<file path="src/rtl/sync_size_down_fifo.sv">
// Single-clock width-down FIFO: wide words in, RATIO narrow words out in a selectable
// lane order, show-ahead from asynchronously read distributed RAM.
module sync_size_down_fifo #(
   parameter int ADDR_WIDTH       = 4,
   parameter int DATA_WIDTH       = 8,
   parameter int RATIO            = 4,
   parameter     LANE_ORDER       = "LSB_FIRST",
   parameter int ALMOST_FULL_NUM  = 4,
   parameter int ALMOST_EMPTY_NUM = 4
) (
   input  logic                                   i_clk,
   input  logic                                   i_rst_n,
   input  logic [RATIO*DATA_WIDTH-1:0]            i_wr_data,
   input  logic                                   i_wr_en,
   output logic                                   o_full,
   output logic                                   o_almost_full,
   output logic [ADDR_WIDTH:0]                    o_wr_water_level,
   output logic                                   o_wr_err,
   output logic [DATA_WIDTH-1:0]                  o_rd_data,
   input  logic                                   i_rd_en,
   output logic                                   o_empty,
   output logic                                   o_almost_empty,
   output logic [ADDR_WIDTH+$clog2(RATIO):0]      o_rd_water_level,
   output logic                                   o_rd_err
);

   localparam int DEPTH = 1 << ADDR_WIDTH;
   localparam int LOG2R = $clog2(RATIO);
   localparam int LW    = (LOG2R > 0) ? LOG2R : 1;
   localparam int RWL   = ADDR_WIDTH + LOG2R + 1;
   localparam int WW    = RATIO * DATA_WIDTH;
   localparam bit MSB_FIRST = (LANE_ORDER == "MSB_FIRST");

   localparam logic [LW-1:0]       LAST_LANE = LW'(RATIO - 1);
   localparam logic [ADDR_WIDTH:0] FULL_CNT  = (ADDR_WIDTH + 1)'(DEPTH);
   localparam logic [ADDR_WIDTH:0] AF_THR    = (ADDR_WIDTH + 1)'(DEPTH - ALMOST_FULL_NUM);
   localparam logic [RWL-1:0]      AE_THR    = RWL'(ALMOST_EMPTY_NUM);

   logic [WW-1:0]         r_mem [DEPTH];
   logic [ADDR_WIDTH-1:0] r_wr_ptr;
   logic [ADDR_WIDTH-1:0] r_rd_ptr;
   logic [ADDR_WIDTH:0]   r_wcnt;
   logic [LW-1:0]         r_lane;
   logic                  r_wr_err;
   logic                  r_rd_err;

   logic                  w_full;
   logic                  w_empty;
   logic                  w_wr_acc;
   logic                  w_rd_acc;
   logic                  w_rd_free;
   logic [LW-1:0]         w_sel;
   logic [WW-1:0]         w_head;
   logic [DATA_WIDTH-1:0] w_head_lanes [RATIO];
   logic [RWL-1:0]        w_rd_level;

   assign w_full    = (r_wcnt == FULL_CNT);
   assign w_empty   = (r_wcnt == '0);
   assign w_wr_acc  = i_wr_en & ~w_full;
   assign w_rd_acc  = i_rd_en & ~w_empty;
   assign w_rd_free = w_rd_acc & (r_lane == LAST_LANE);

   // With RATIO=1 LAST_LANE is 0, so every read frees a slot and the lane stays 0.
   always_ff @(posedge i_clk or negedge i_rst_n) begin
      if (!i_rst_n) begin
         r_wr_ptr <= '0;
         r_rd_ptr <= '0;
         r_wcnt   <= '0;
         r_lane   <= '0;
         r_wr_err <= 1'b0;
         r_rd_err <= 1'b0;
      end else begin
         if (w_wr_acc)
            r_wr_ptr <= r_wr_ptr + 1'b1;
         if (w_rd_acc) begin
            if (r_lane == LAST_LANE) begin
               r_lane   <= '0;
               r_rd_ptr <= r_rd_ptr + 1'b1;
            end else begin
               r_lane   <= r_lane + 1'b1;
            end
         end
         case ({w_wr_acc, w_rd_free})
            2'b10:   r_wcnt <= r_wcnt + 1'b1;
            2'b01:   r_wcnt <= r_wcnt - 1'b1;
            default: r_wcnt <= r_wcnt;
         endcase
         r_wr_err <= i_wr_en & w_full;
         r_rd_err <= i_rd_en & w_empty;
      end
   end

   always_ff @(posedge i_clk) begin
      if (w_wr_acc)
         r_mem[r_wr_ptr] <= i_wr_data;
   end

   assign w_head = r_mem[r_rd_ptr];
   for (genvar g = 0; g < RATIO; g++) begin : g_lane
      assign w_head_lanes[g] = w_head[g*DATA_WIDTH +: DATA_WIDTH];
   end

   assign w_sel      = MSB_FIRST ? (LAST_LANE - r_lane) : r_lane;
   assign w_rd_level = (RWL'(r_wcnt) << LOG2R) - RWL'(r_lane);

   assign o_rd_data        = w_head_lanes[w_sel];
   assign o_full           = w_full;
   assign o_empty          = w_empty;
   assign o_almost_full    = (r_wcnt >= AF_THR);
   assign o_almost_empty   = (w_rd_level <= AE_THR);
   assign o_wr_water_level = r_wcnt;
   assign o_rd_water_level = w_rd_level;
   assign o_wr_err         = r_wr_err;
   assign o_rd_err         = r_rd_err;

endmodule
</file>
<file path="config.mk">
export PLATFORM = sky130hd
export DESIGN_NAME = sync_size_down_fifo
export DESIGN_NICKNAME = d
export VERILOG_FILES = /design/src/rtl/sync_size_down_fifo.sv
export SDC_FILE = /design/constraint.sdc
export NUM_CORES = 1
export LEC_CHECK = 0
export BUFFER_PORTS_ARGS = -buffer_cell sky130_fd_sc_hd__buf_2
export CORE_ASPECT_RATIO = 1.4
export CORE_UTILIZATION = 30
export DETAILED_ROUTE_END_ITERATION = 10
export HOLD_SLACK_MARGIN = 0.1
export PLACE_DENSITY = 0.41
export SLEW_MARGIN = 20
export SYNTH_ARGS = -nofsm -noshare
export SYNTH_HDL_FRONTEND = slang
export SYNTH_SLANG_ARGS = --single-unit
</file>
<file path="constraint.sdc">
create_clock -name i_clk -period 5.7 [get_ports i_clk]
set_clock_uncertainty 0.15 [all_clocks]
set_input_delay 0.855 -clock i_clk [delete_from_list [all_inputs] [get_ports i_clk]]
set_output_delay 0.855 -clock i_clk [all_outputs]
set_load 0.1 [all_outputs]
</file>
# [Word level (Yosys, flattened, before mapping)]
# Memories as Yosys holds them, arrays and structs flattened.
# Cells that the tools add are included.
[classes] n_addsub=6 order_cmp=3 eq_ne=4 muxes=7 bitwise_logic=8 n_reduce_logical=3
[ops] operator="$bmux W8 S2" n=1
[ops] operator="$mux W8" n=2
[ops] operator="$pmux W5 S2" n=1
[ops] operator="$add A4 B1 Y4 const B" n=2
[ops] operator="$le A7 B3 Y1 const B" n=1
[ops] operator="$sub A7 B2 Y7" n=1
[ops] operator="$add A5 B1 Y5 const B" n=1
[ops] operator="$and A1 B1 Y1" n=5
[ops] operator="$eq A5 B5 Y1 const B" n=1
[ops] operator="$ge A5 B4 Y1 const B" n=1
[ops] operator="$logic_not A5 Y1" n=1
[ops] operator="$sub A5 B1 Y5 const B" n=1
[ops] operator="$eq A2 B2 Y1 const B" n=2
[ops] operator="$ge A3 B3 Y1 const B" n=1
[ops] operator="$not A2 Y3" n=1
[ops] operator="$add A2 B1 Y2 const B" n=1
[ops] operator="$eq A2 B1 Y1 const B" n=1
[ops] operator="$mux W1" n=2
[ops] operator="$mux W2" n=1
[ops] operator="$not A1 Y1" n=2
[ops] operator="$reduce_and A2 Y1" n=1
[ops] operator="$reduce_bool A2 Y1" n=1
[word_totals] register_bits=17 ram_bits=512 inputBits=36 output_inout_bits=26 elab_cells=38 memories=1
[memory_table] name="r_mem" depth=16 word_bits=32 read_ports=1 rd_ports_with_merged_regs=0 write_ports=1 line="39" rtl="logic [WW-1:0] r_mem [DEPTH];"

# [Longest topological paths before layout]
[logic_depth] ltp_word=6 depth_mapped=14

# [Worst setup path before layout]
# Ideal clock, no wire load.
[synth_timing] path_kind="register -> output" from="register r_wcnt[0], in the netlist o_wr_water_level[0]" to="output port o_almost_empty" arrival_ns=5.341 slack_ns=-0.646 path_stages_with_launch=6 n_path_buf=1 path_cell_list="dfrtp_1 buf_2 or4_1 nor2_1 xor2_1 nor4_1"
[synth_between] elab_chain_len=2
[synth_lines] element="start: declaration" line="42" rtl="logic [ADDR_WIDTH:0] r_wcnt;"
[synth_lines] element="start signal: assignment" line="84" rtl="2'b10: r_wcnt <= r_wcnt + 1'b1;"
[synth_lines] element="start signal: assignment" line="85" rtl="2'b01: r_wcnt <= r_wcnt - 1'b1;"
[synth_lines] element="start signal: assignment" line="86" rtl="default: r_wcnt <= r_wcnt;"
[synth_lines] element="$sub A7 B2 Y7" line="104" rtl="assign w_rd_level = (RWL'(r_wcnt) << LOG2R) - RWL'(r_lane);"
[synth_lines] element="net o_rd_water_level[6]" line="23" rtl="output logic [ADDR_WIDTH+$clog2(RATIO):0] o_rd_water_level,"
[synth_lines] element="$le A7 B3 Y1" line="110" rtl="assign o_almost_empty = (w_rd_level <= AE_THR);"
[synth_lines] element="end: declaration" line="22" rtl="output logic o_almost_empty,"
# The timed path passes the listed nets, and every way through them passes these cells.

# [Worst setup path in the final report]
[layout_timing] from="register r_rd_ptr[0]" to="output port o_rd_data[0]"
[layout_between] elab_chain_len=4
[layout_lines] element="start: declaration" line="41" rtl="logic [ADDR_WIDTH-1:0] r_rd_ptr;"
[layout_lines] element="start signal: assignment" line="78" rtl="r_rd_ptr <= r_rd_ptr + 1'b1;"
[layout_lines] element="$mem_v2 Z16 W32"
[layout_lines] element="$bmux W8 S2" line="106" rtl="assign o_rd_data = w_head_lanes[w_sel];"
[layout_lines] element="$mux W8 (not written as such) (2 in series)" line="106"
[layout_lines] element="end: declaration" line="19" rtl="output logic [DATA_WIDTH-1:0] o_rd_data,"
# Every way passes these cells. The select of a mux whose other input is x is not followed.

==> flow_summary.ini <==
[status]
status = finished clean

[power]
leakage_nw = 7.50
ir_worst_vdd_v = 0.000717
p_per_area_nw_per_um2 = 537

[clock_tree]
h-tree-depth = 2
cts_resized = 0
cts_num_sinks = 529
cts_made_buffers = 52
clk_root_buffer_cell = clkbuf_16
cts_buffer_depth = 3
cts_tree = built
clk_pin_slew_ns = 0.06
clock_latency_ns = 0.60

[cells_and_area]
fin_nets = 1113
mostFrequentLayoutCell = edfxtp_1
drive_gt1_frac = 0.305
layout_common_cells = 512 x edfxtp_1, 120 x mux4_2, 61 x buf_2
postLayoutCoreUtil = 0.350
layout.cells.non_filler = 1963
area_growth_pct = 15.6

[worst_setup_path]
setup.worst_path.start_class = flip-flop
criticalPathCategory = reg -> out
path_max_fanout = 40
critPathRequiredTime_ns = 4.70
end_kind = primary output
crit_arrival_ns = 3.85

[route]
antenna_left = 0
drt_wl_total_um = 54900
drt_iter0_drc = 802
met1_length_um = 22600
wl_per_cell_um = 27.9
routed-wl-met2_um = 28800
vias = 9790
dr.pass1.iters = 5
wl_met3_um = 2020
drcViolationCount = 0
top_layer_used = met5
vias_per_cell = 4.99

[logic_synthesis]
synth_fa_ha_area_frac = 0.00769
yosys_most_used_dff = edfxtp_1
synth_simple_gate_area_share = 0.0288
synth_xor_area_frac = 0.00641
synth_cells = 954
synth_compound_area_frac = 0.0291
synth_top_family_by_area = multiplexers
ys_types = 38
synth.top_cell.area_share = 0.750
syn_area_per_cell_um2 = 21.5
synthTopCellsByArea = edfxtp_1 75%, mux4_2 13%, dfrtp_1 2.1%
yosys.area.top_type = edfxtp_1
synthArstFlopShare = 0.0321
synth-seq-cells = 529
yosysWarnings = 0
syn-num-nets = 1002
synthMuxAreaShare = 0.141
yosysSeqAreaShare = 0.771
synth_edf_count = 512
synth_area_um2 = 20500

[sta]
worst_slew_pin_slew_ns = 1.04
grt_setup_unrepaired = false
hold_viol = 0
finalSetupTns_ns = 0
slew_violations = 0
fin_crit_ns = 4.86
period_share = 0.852
fmax_mhz = 206
setup_viol = 0
max-slew-margin-rel = 0.305

[floorplan]
fp.coreArea_um2 = 67700
die_w_um = 223
num_rows = 113
initial_core_util = 0.303
die_h_um = 311
ioPinCount = 62
dieArea_um2 = 69400

[flow_run]
cap_violations = 0

[placement]
gp_congestion = 0.713
io_buffers = 61
place_hpwl_um = 32000
dp.cells = 1872

[global_route]
grt_max_degree = 58
grt.overflow.total = 0
grt_pass1_vias = 10600
antenna_found_initial = 6
grt_use_total = 0.161
grt_pass1_wl_um = 78800

[worst_hold_path]
hp-class = in -> reg
-- area by class of cell --
cell class                      count  area [um2]
Timing Repair Buffer              110         766
Clock buffer                       67        1380
Multi-Input combinational cell    361        4530
Tap cell                          862        1080
Antenna cell                        1        2.50
Clock inverter                     22        97.6
Inverter                           11        41.3
Sequential cell                   529       15800
Fill cell                        6303       44000
-- synth_stat cells, types with 8 or more instances --
| master | instances |
|---|---|
| edfxtp_1 | 512 |
| mux4_2 | 120 |
| a22oi_1 | 46 |
| nor2_1 | 28 |
| clkbuf_1 | 20 |
| nand2_1 | 20 |
| dfrtp_1 | 17 |
| a211oi_1 | 15 |
| nand3_1 | 15 |
| buf_2 | 14 |
| mux2_2 | 13 |
| nor2b_1 | 13 |
| nor3_1 | 12 |
| ha_1 | 11 |
| inv_1 | 11 |
| and3_1 | 9 |
| buf_4 | 9 |
| xnor2_1 | 8 |
-- stage by stage --
stage          hold WS, ns  total power [mW]  instance area, um2  setup slack [ns]
2_1_floorplan        0.379              8.35               20500             0.971
3_3_place_gp         0.416              9.81               22200              1.25
5_1_grt              0.337              13.3               23700             0.647
6_report             0.360              12.7               23700             0.842
3_5_place_dp         0.423              9.84               22200              1.32
4_1_cts              0.321              13.0               23700             0.642
-- state kept, by name (all words and copies together), names as in the netlist --
signal            cells
r_mem               512
o_wr_water_level      5
r_rd_ptr              4
r_wr_ptr              4
r_lane                2
o_wr_err              1
o_rd_err              1
-- critical path, cell delays in order (launching register included) --
cell and delay (ns):
dfrtp_4 1.01, buf_12 0.30, buf_4 0.24, mux4_2 0.23, a22oi_1 0.08, nand3_1 0.14
nand2_1 0.15, nor3_1 0.51, buf_2 0.53
-- kinds of logic after synthesis --
| family | after synthesis |
|---|---|
| flip-flops | 529 |
| AND/OR/NAND/NOR | 117 |
| multiplexers | 137 |
| XOR/XNOR | 15 |
| buffers and inverters | 64 |
| adder cells (fa/ha/maj) | 12 |
| AO/OA/AOI/OAI | 80 |
-- what timing repair did --
item | in CTS | in global routing
hold endpoints to repair | 17 | 0
hold buffers | 1 | 0
endpoints found under the setup margin | 0 | 0
buffers inserted | 0 | 0
-- report_power, final --
| part | total, mW | internal, mW | switching (mW) |
|---|---|---|---|
| Combinational | 4.57 | 1.52 | 3.05 |
| Sequential | 5.04 | 4.70 | 0.342 |
| Clock | 3.11 | 1.69 | 1.42 |
| Total | 12.7 | 7.91 | 4.82 |
-- worst paths after layout --
kind                                      from           end  slack, ns  cells past startpoint
hold / removal                         i_wr_en      o_wr_err       0.36                      2
max in group asynchronous              i_rst_n   r_rd_ptr[1]       4.41                      2
setup / recovery                   r_rd_ptr[0]  o_rd_data[0]       0.84                      8
min in group asynchronous              i_rst_n      o_rd_err       0.61                      2
setup reg to reg           o_wr_water_level[0]  r_mem[4][21]       2.50                      6
hold reg to reg                      r_lane[1]     r_lane[1]       0.44                      1
-- per-layer routing --
layer,up-vias,global-route usage
met5,-,0
met4,6,0.0483
met3,79,0.0259
met2,220,0.286
met1,5276,0.201
li1,4209,-
Power figures use the tool's default switching activity.
